===== config.mk =====
export PLATFORM = sky130hd
export DESIGN_NAME = mux_scan_sequencer
export DESIGN_NICKNAME = d
export VERILOG_FILES = /design/src/rtl/mux_scan_sequencer.sv
export SDC_FILE = /design/constraint.sdc
export NUM_CORES = 1
export LEC_CHECK = 0
export BUFFER_PORTS_ARGS = -buffer_cell sky130_fd_sc_hd__buf_2
export CORE_ASPECT_RATIO = 0.5
export CORE_UTILIZATION = 30
export DETAILED_ROUTE_END_ITERATION = 10
export PLACE_DENSITY = 0.56
export SYNTH_ARGS = -nofsm -noshare
export SYNTH_HDL_FRONTEND = slang
export SYNTH_SLANG_ARGS = --single-unit
export TNS_END_PERCENT = 50

===== constraint.sdc =====
create_clock -name clk -period 2.2 [get_ports clk]
set_input_delay 0.22 -clock clk [delete_from_list [all_inputs] [get_ports clk]]
set_output_delay 0.22 -clock clk [all_outputs]
set_load 0.01 [all_outputs]

===== src/rtl/mux_scan_sequencer.sv =====
// mux_scan_sequencer: steps an 8:1 multiplexer select through channels 0..7,
// samples the multiplexer output once per channel after a programmable settle
// time, and presents the assembled byte downstream with a valid/ready handshake.
module mux_scan_sequencer #(
    parameter int SETTLE_CYCLES = 0
) (
    input  logic       clk,
    input  logic       rst,
    input  logic       start,
    input  logic       y,
    output logic [2:0] sel,
    output logic       busy,
    output logic [7:0] data,
    output logic       valid,
    input  logic       ready
);

    // Reload value for the per-channel settle counter.
    localparam logic [7:0] SETTLE_LOAD = 8'(SETTLE_CYCLES);

    typedef enum logic [1:0] {
        IDLE = 2'd0,
        SCAN = 2'd1,
        HOLD = 2'd2
    } state_t;

    state_t     state_reg, state_next;
    logic [2:0] sel_reg,   sel_next;
    logic [7:0] cnt_reg,   cnt_next;
    logic [7:0] cap_reg,   cap_next;
    logic [7:0] data_reg,  data_next;
    logic       valid_reg, valid_next;
    logic       busy_reg,  busy_next;

    // Capture word with the current channel's bit replaced by y; the bit-7
    // sample is folded in here so the final word is complete on the same edge.
    logic [7:0] cap_upd;

    generate
        for (genvar gi = 0; gi < 8; gi++) begin : g_cap
            assign cap_upd[gi] = (sel_reg == 3'(gi)) ? y : cap_reg[gi];
        end
    endgenerate

    // State and datapath registers with synchronous reset.
    always_ff @(posedge clk) begin
        if (rst) begin
            state_reg <= IDLE;
            sel_reg   <= 3'd0;
            cnt_reg   <= 8'd0;
            cap_reg   <= 8'd0;
            data_reg  <= 8'd0;
            valid_reg <= 1'b0;
            busy_reg  <= 1'b0;
        end else begin
            state_reg <= state_next;
            sel_reg   <= sel_next;
            cnt_reg   <= cnt_next;
            cap_reg   <= cap_next;
            data_reg  <= data_next;
            valid_reg <= valid_next;
            busy_reg  <= busy_next;
        end
    end

    // Next-state logic: accept start in IDLE, walk channels in SCAN,
    // wait for the downstream handshake in HOLD.
    always_comb begin
        state_next = state_reg;
        sel_next   = sel_reg;
        cnt_next   = cnt_reg;
        cap_next   = cap_reg;
        data_next  = data_reg;
        valid_next = valid_reg;
        busy_next  = busy_reg;

        case (state_reg)
            IDLE: begin
                if (start) begin
                    state_next = SCAN;
                    busy_next  = 1'b1;
                    sel_next   = 3'd0;
                    cnt_next   = SETTLE_LOAD;
                end
            end
            SCAN: begin
                if (cnt_reg != 8'd0) begin
                    cnt_next = cnt_reg - 8'd1;
                end else begin
                    cap_next = cap_upd;
                    if (sel_reg != 3'd7) begin
                        sel_next = sel_reg + 3'd1;
                        cnt_next = SETTLE_LOAD;
                    end else begin
                        data_next  = cap_upd;
                        valid_next = 1'b1;
                        state_next = HOLD;
                        sel_next   = 3'd0;
                    end
                end
            end
            HOLD: begin
                // start is deliberately ignored here, even on the handshake edge.
                if (valid_reg && ready) begin
                    valid_next = 1'b0;
                    busy_next  = 1'b0;
                    state_next = IDLE;
                end
            end
            default: begin
                state_next = IDLE;
            end
        endcase
    end

    assign sel   = sel_reg;
    assign busy  = busy_reg;
    assign data  = data_reg;
    assign valid = valid_reg;

endmodule


Word-level counts from Yosys, hierarchy flattened
Index checks and enable logic that the tools add are counted.

Flip-flop bits (word level): 31. Input port bits: 5. Output and inout bits: 13.

$add $sub $neg: 2. Equality and inequality tests: 15. Mux-type cells: 27. Bitwise logic cells: 2. Reduce and logical (&&, ||, !) cells: 14.

Operators by type and width (number): $mux 8 (3); $pmux 8 s2 (1); $eq 3x3->1 const B (4); $mux 1 (12); $reduce_and 3->1 (4); $mux 3 (3); $mux 2 (4); $ne 2x2->1 const B (4); $reduce_and 4->1 (2); $reduce_bool 8->1 (1); $sub 8x1->8 const B (1); $eq 3x2->1 const B (2); $ne 3x3->1 const B (2); $pmux 2 s3 (1); $pmux 3 s2 (1); $reduce_bool 2->1 (3); $pmux 1 s2 (2); $add 3x1->3 const B (1); $eq 3x1->1 const B (1); $logic_not 3->1 (1); $eq 2x1->1 const B (1); $eq 2x2->1 const B (1); $logic_not 2->1 (1); $not 1->1 (2); other kinds (2) (2).

Logic depth before layout (Yosys ltp)
Depth in word-level cells: 4. Gate-level depth with buffers: 7.

Least setup slack after synthesis
No wires, ideal clock.

Kind: reg-to-reg. Start: register cnt_reg[0]. End: register data_reg[7] (netlist: data[7]). Setup time: 0.070 ns. Arrival time: 1.775 ns. Data required time: 2.130 ns. Setup slack: 0.354 ns. Stages on the path, launching flop included: 8. Buffers on the path: 1. Period minus slack after synthesis: 1.846 ns. Path through: dfxtp_1 -> inv_1 -> ha_1 -> or3b_2 -> nor4_4 -> buf_6 -> nand2_1 -> a21oi_1.

Cells in the longest elaborated chain, start to end: 3.

RTL lines: from (decl) (RTL line 29) `logic [7:0] cnt_reg, cnt_next;`; from (signal assigned) (RTL line 58) `cnt_reg <= cnt_next;`; $reduce_bool 8->1 (RTL line 87) `if (cnt_reg != 8'd0) begin`; $not 1->1 (no line); $reduce_and 3->1 (no line); to (signal assigned) (RTL line 60) `data_reg <= data_next;`; to (decl) (RTL line 31) `logic [7:0] data_reg, data_next;`.

No other way between the ends. A chain may end at the register's enable or synchronous reset.

Worst setup path after layout
Start: register cnt_reg[0]. End: register data_reg[2] (netlist: data[2]).

The elaborated chain is that of the path after synthesis.

==> flow_summary.yaml <==
run_status:
  outcome: "finished clean"
layout:
  post_route_cells_drive_above_1_share_pct: 21.0
  fill_cells: 469
  syn_to_final_growth_pct: 18.1
  final_cell_mix: "30 x dfxtp_1, 17 x nor2_1, 17 x buf_2"
  fin_cells: 252
  num-nets-final: 198
  layout_commonest_cell: "dfxtp_1"
  n_antenna_cell: 0
detailed_routing:
  initialDrtViolationCount: 20
  first_pass_iters: 4
  routed-wl-met2_mm: 1.31
  finalWirelength_mm: 2.91
  met3WireLength_um: 73
  wl_met1_mm: 1.51
  antenna_left: 0
  vias_per_cell: 4.70
  wl_per_cell_um: 11.6
  drcViolationCount: 0
  vias: 1185
  topRoutingLayerUsed: "met4"
logic_synthesis:
  synth_area_leader_cell: "dfxtp_1"
  ys_async_sr_fraction_pct: 0
  synthDistinctLibCells: 38
  ys_seq_area_share_pct: 41.1
  avgSynthCellArea_sq_um: 8.97
  yosysTopAreaCellShare_pct: 41.1
  synth_cells: 163
  ys.warnings.count: 0
  ys_ff_latch: 30
  synth-edff-count: 0
  ys.flop_type: "dfxtp_1"
  synthTopCellsByArea: "dfxtp_1 41%, ha_1 6.8%, a211oi_1 6.7%, nor2_1 4.4%, o21ai_0 3.8%"
  netlist_area_sq_mm: 0.00146
  synthesis.nets: 176
sta:
  slew_violations: 0
  hold_violations: 0
  post-route-period-util_pct: 86.1
  grt_setup_unrepaired: "false"
  fin_skew_ns: 0.00938
  whs_ns: 0.247
  fmax_mhz: 528
  finalSetupTns_ns: 0
  slew_headroom_pct: 69.8
  setup_violations: 0
  finalCriticalPeriod_ns: 1.90
  tightest_slew_ns: 0.453
critical_path:
  path_cells: "inv_1 > ha_1 > or3b_2 > nor4_4 > buf_4 > nor2_1 > a211oi_1"
  cp.arrival_ns: 2.10
  crit_path_end_kind: "flop"
  crit_family: "simple AND/OR/NAND/NOR gates"
  path_class: "flop to flop"
  worst_path_max_delay_cell: "or3b_2"
  cp_max_fo: 18
  required_ns: 2.40
  slowest_delay_ns: 0.53
  critPathLaunchType: "flop"
  path_buf_inv: 2
placement:
  place_hpwl_mm: 2.04
  portBuffers: 17
  place_inst: 244
  gp_congestion: 0.707
clock_network:
  root_buffer: "clkbuf_8"
  cts_buffer_depth: 2
  clk_pin_slew_worst_paths_ns: 0.07
  cts_buffers: 5
  post_cts_buffers: 0
  cts_resized: 0
  cts_tree: "done"
  cts-hold-fix-buffers: 0
  clock_latency_ns: 0.28
  clock_sinks: 30
  htreeDepth: 2
pwr:
  ir_drop_mv: 0.221
  power.leakage_nw: 0.703
  power_density_mw_per_mm2: 647
floorplanning:
  fp.dieW_um: 101
  die_area_sq_mm: 0.00517
  core.rowCount: 17
  io_pins: 18
  start_util_pct: 32.3
  fp.dieH_um: 51.4
  core_sq_mm: 0.00453
worst_hold_path:
  hp-class: "input port to flop"
global_routing:
  grtUsageTotal_pct: 12.4
  antenna_found_initial: 0
  grt_start_max_net_pins: 26
  grt_pass1_wl_mm: 4.97
  grt_overflow: 0
  grt_pass1_vias: 1089
run:
  drv_cap: 0
per-layer routing:
layer	vias to the layer above	track usage (%)
met2	18	19.6
met3	5	3.42
met5	-	0
met1	539	16.1
li1	623	-
met4	0	5.07
stage by stage:
| step | setup slack, ns | power (W) | area (sq um) | util (%) |
|---|---|---|---|---|
| floorplan | 0.354 | 0.000637 | 1460 | - |
| global placement | 0.334 | 0.000660 | 1630 | 36.0 |
| detailed placement | 0.285 | 0.000662 | 1630 | 36.0 |
| CTS | 0.288 | 0.00113 | 1730 | 38.1 |
| global route | 0.128 | 0.00117 | 1730 | 38.1 |
| finish | 0.305 | 0.00112 | 1730 | 38.1 |
kinds of logic (layout without fill, tap and decap cells):
group,after synthesis,in the layout,synth area share (%)
and+or+nand+nor,55,55,21.1
AOI/OAI and AO/OA,49,49,22.1
DFF,30,30,41.1
buffers and inverters,14,37,4.28
adders and majority gates,8,8,6.85
muxes,4,4,2.74
xor gates and xnor gates,3,3,1.80
where the power goes:
part	internal (W)	leakage [nW]	switching, W
registers	0.000557	0.244	0.0000111
clock network	0.000251	0.0472	0.000217
logic	0.0000332	0.412	0.0000479
total	0.000842	0.703	0.000276
Yosys cell counts (2+ instances only):
library cell	count
buf_2	2
o21ai_0	11
a21boi_0	3
nand3_1	3
nand2b_1	2
clkbuf_1	4
mux2i_1	4
nor3_1	2
dfxtp_1	30
a21oi_1	10
nor3b_1	2
a211oi_1	13
inv_1	7
or4_1	2
a21o_1	2
or3_1	3
or3b_2	2
nor2b_1	3
xnor2_1	2
nand2_1	12
nor2_1	17
a31oi_1	4
ha_1	8
final timing paths:
path | slack [ns] | to | depth (start not counted) | startpoint
hold reg to reg | 0.47 | data[7]$_SDFFE_PP0P_ | 2 | data[7]$_SDFFE_PP0P_
hold / removal | 0.25 | valid$_SDFFE_PP0P_ | 4 | ready
setup reg to reg | 0.30 | data[2]$_SDFFE_PP0P_ | 7 | cnt_reg[0]$_SDFFE_PP0P_
setup / recovery | 0.30 | data[2]$_SDFFE_PP0P_ | 7 | cnt_reg[0]$_SDFFE_PP0P_
worst register-to-register path, delay by kind of cell, from the launching register on:
kind	cells	cell delay, ns
buffers and inverters	2	0.32
DFF	1	0.33
and+or+nand+nor	3	0.81
AOI/OAI and AO/OA	1	0.20
adders and majority gates	1	0.17
area by class of cell:
cell class	instances	area [sq um]	area share (%)
Clock buffer	6	82.6	4.79
Inverter	7	26.3	1.52
Multi-Input combinational cell	119	798	46.3
Sequential cell	30	601	34.8
Clock inverter	2	12.5	0.725
Tap cell	66	82.6	4.79
Timing Repair Buffer	22	123	7.11
(Power assumes the default switching activity.)
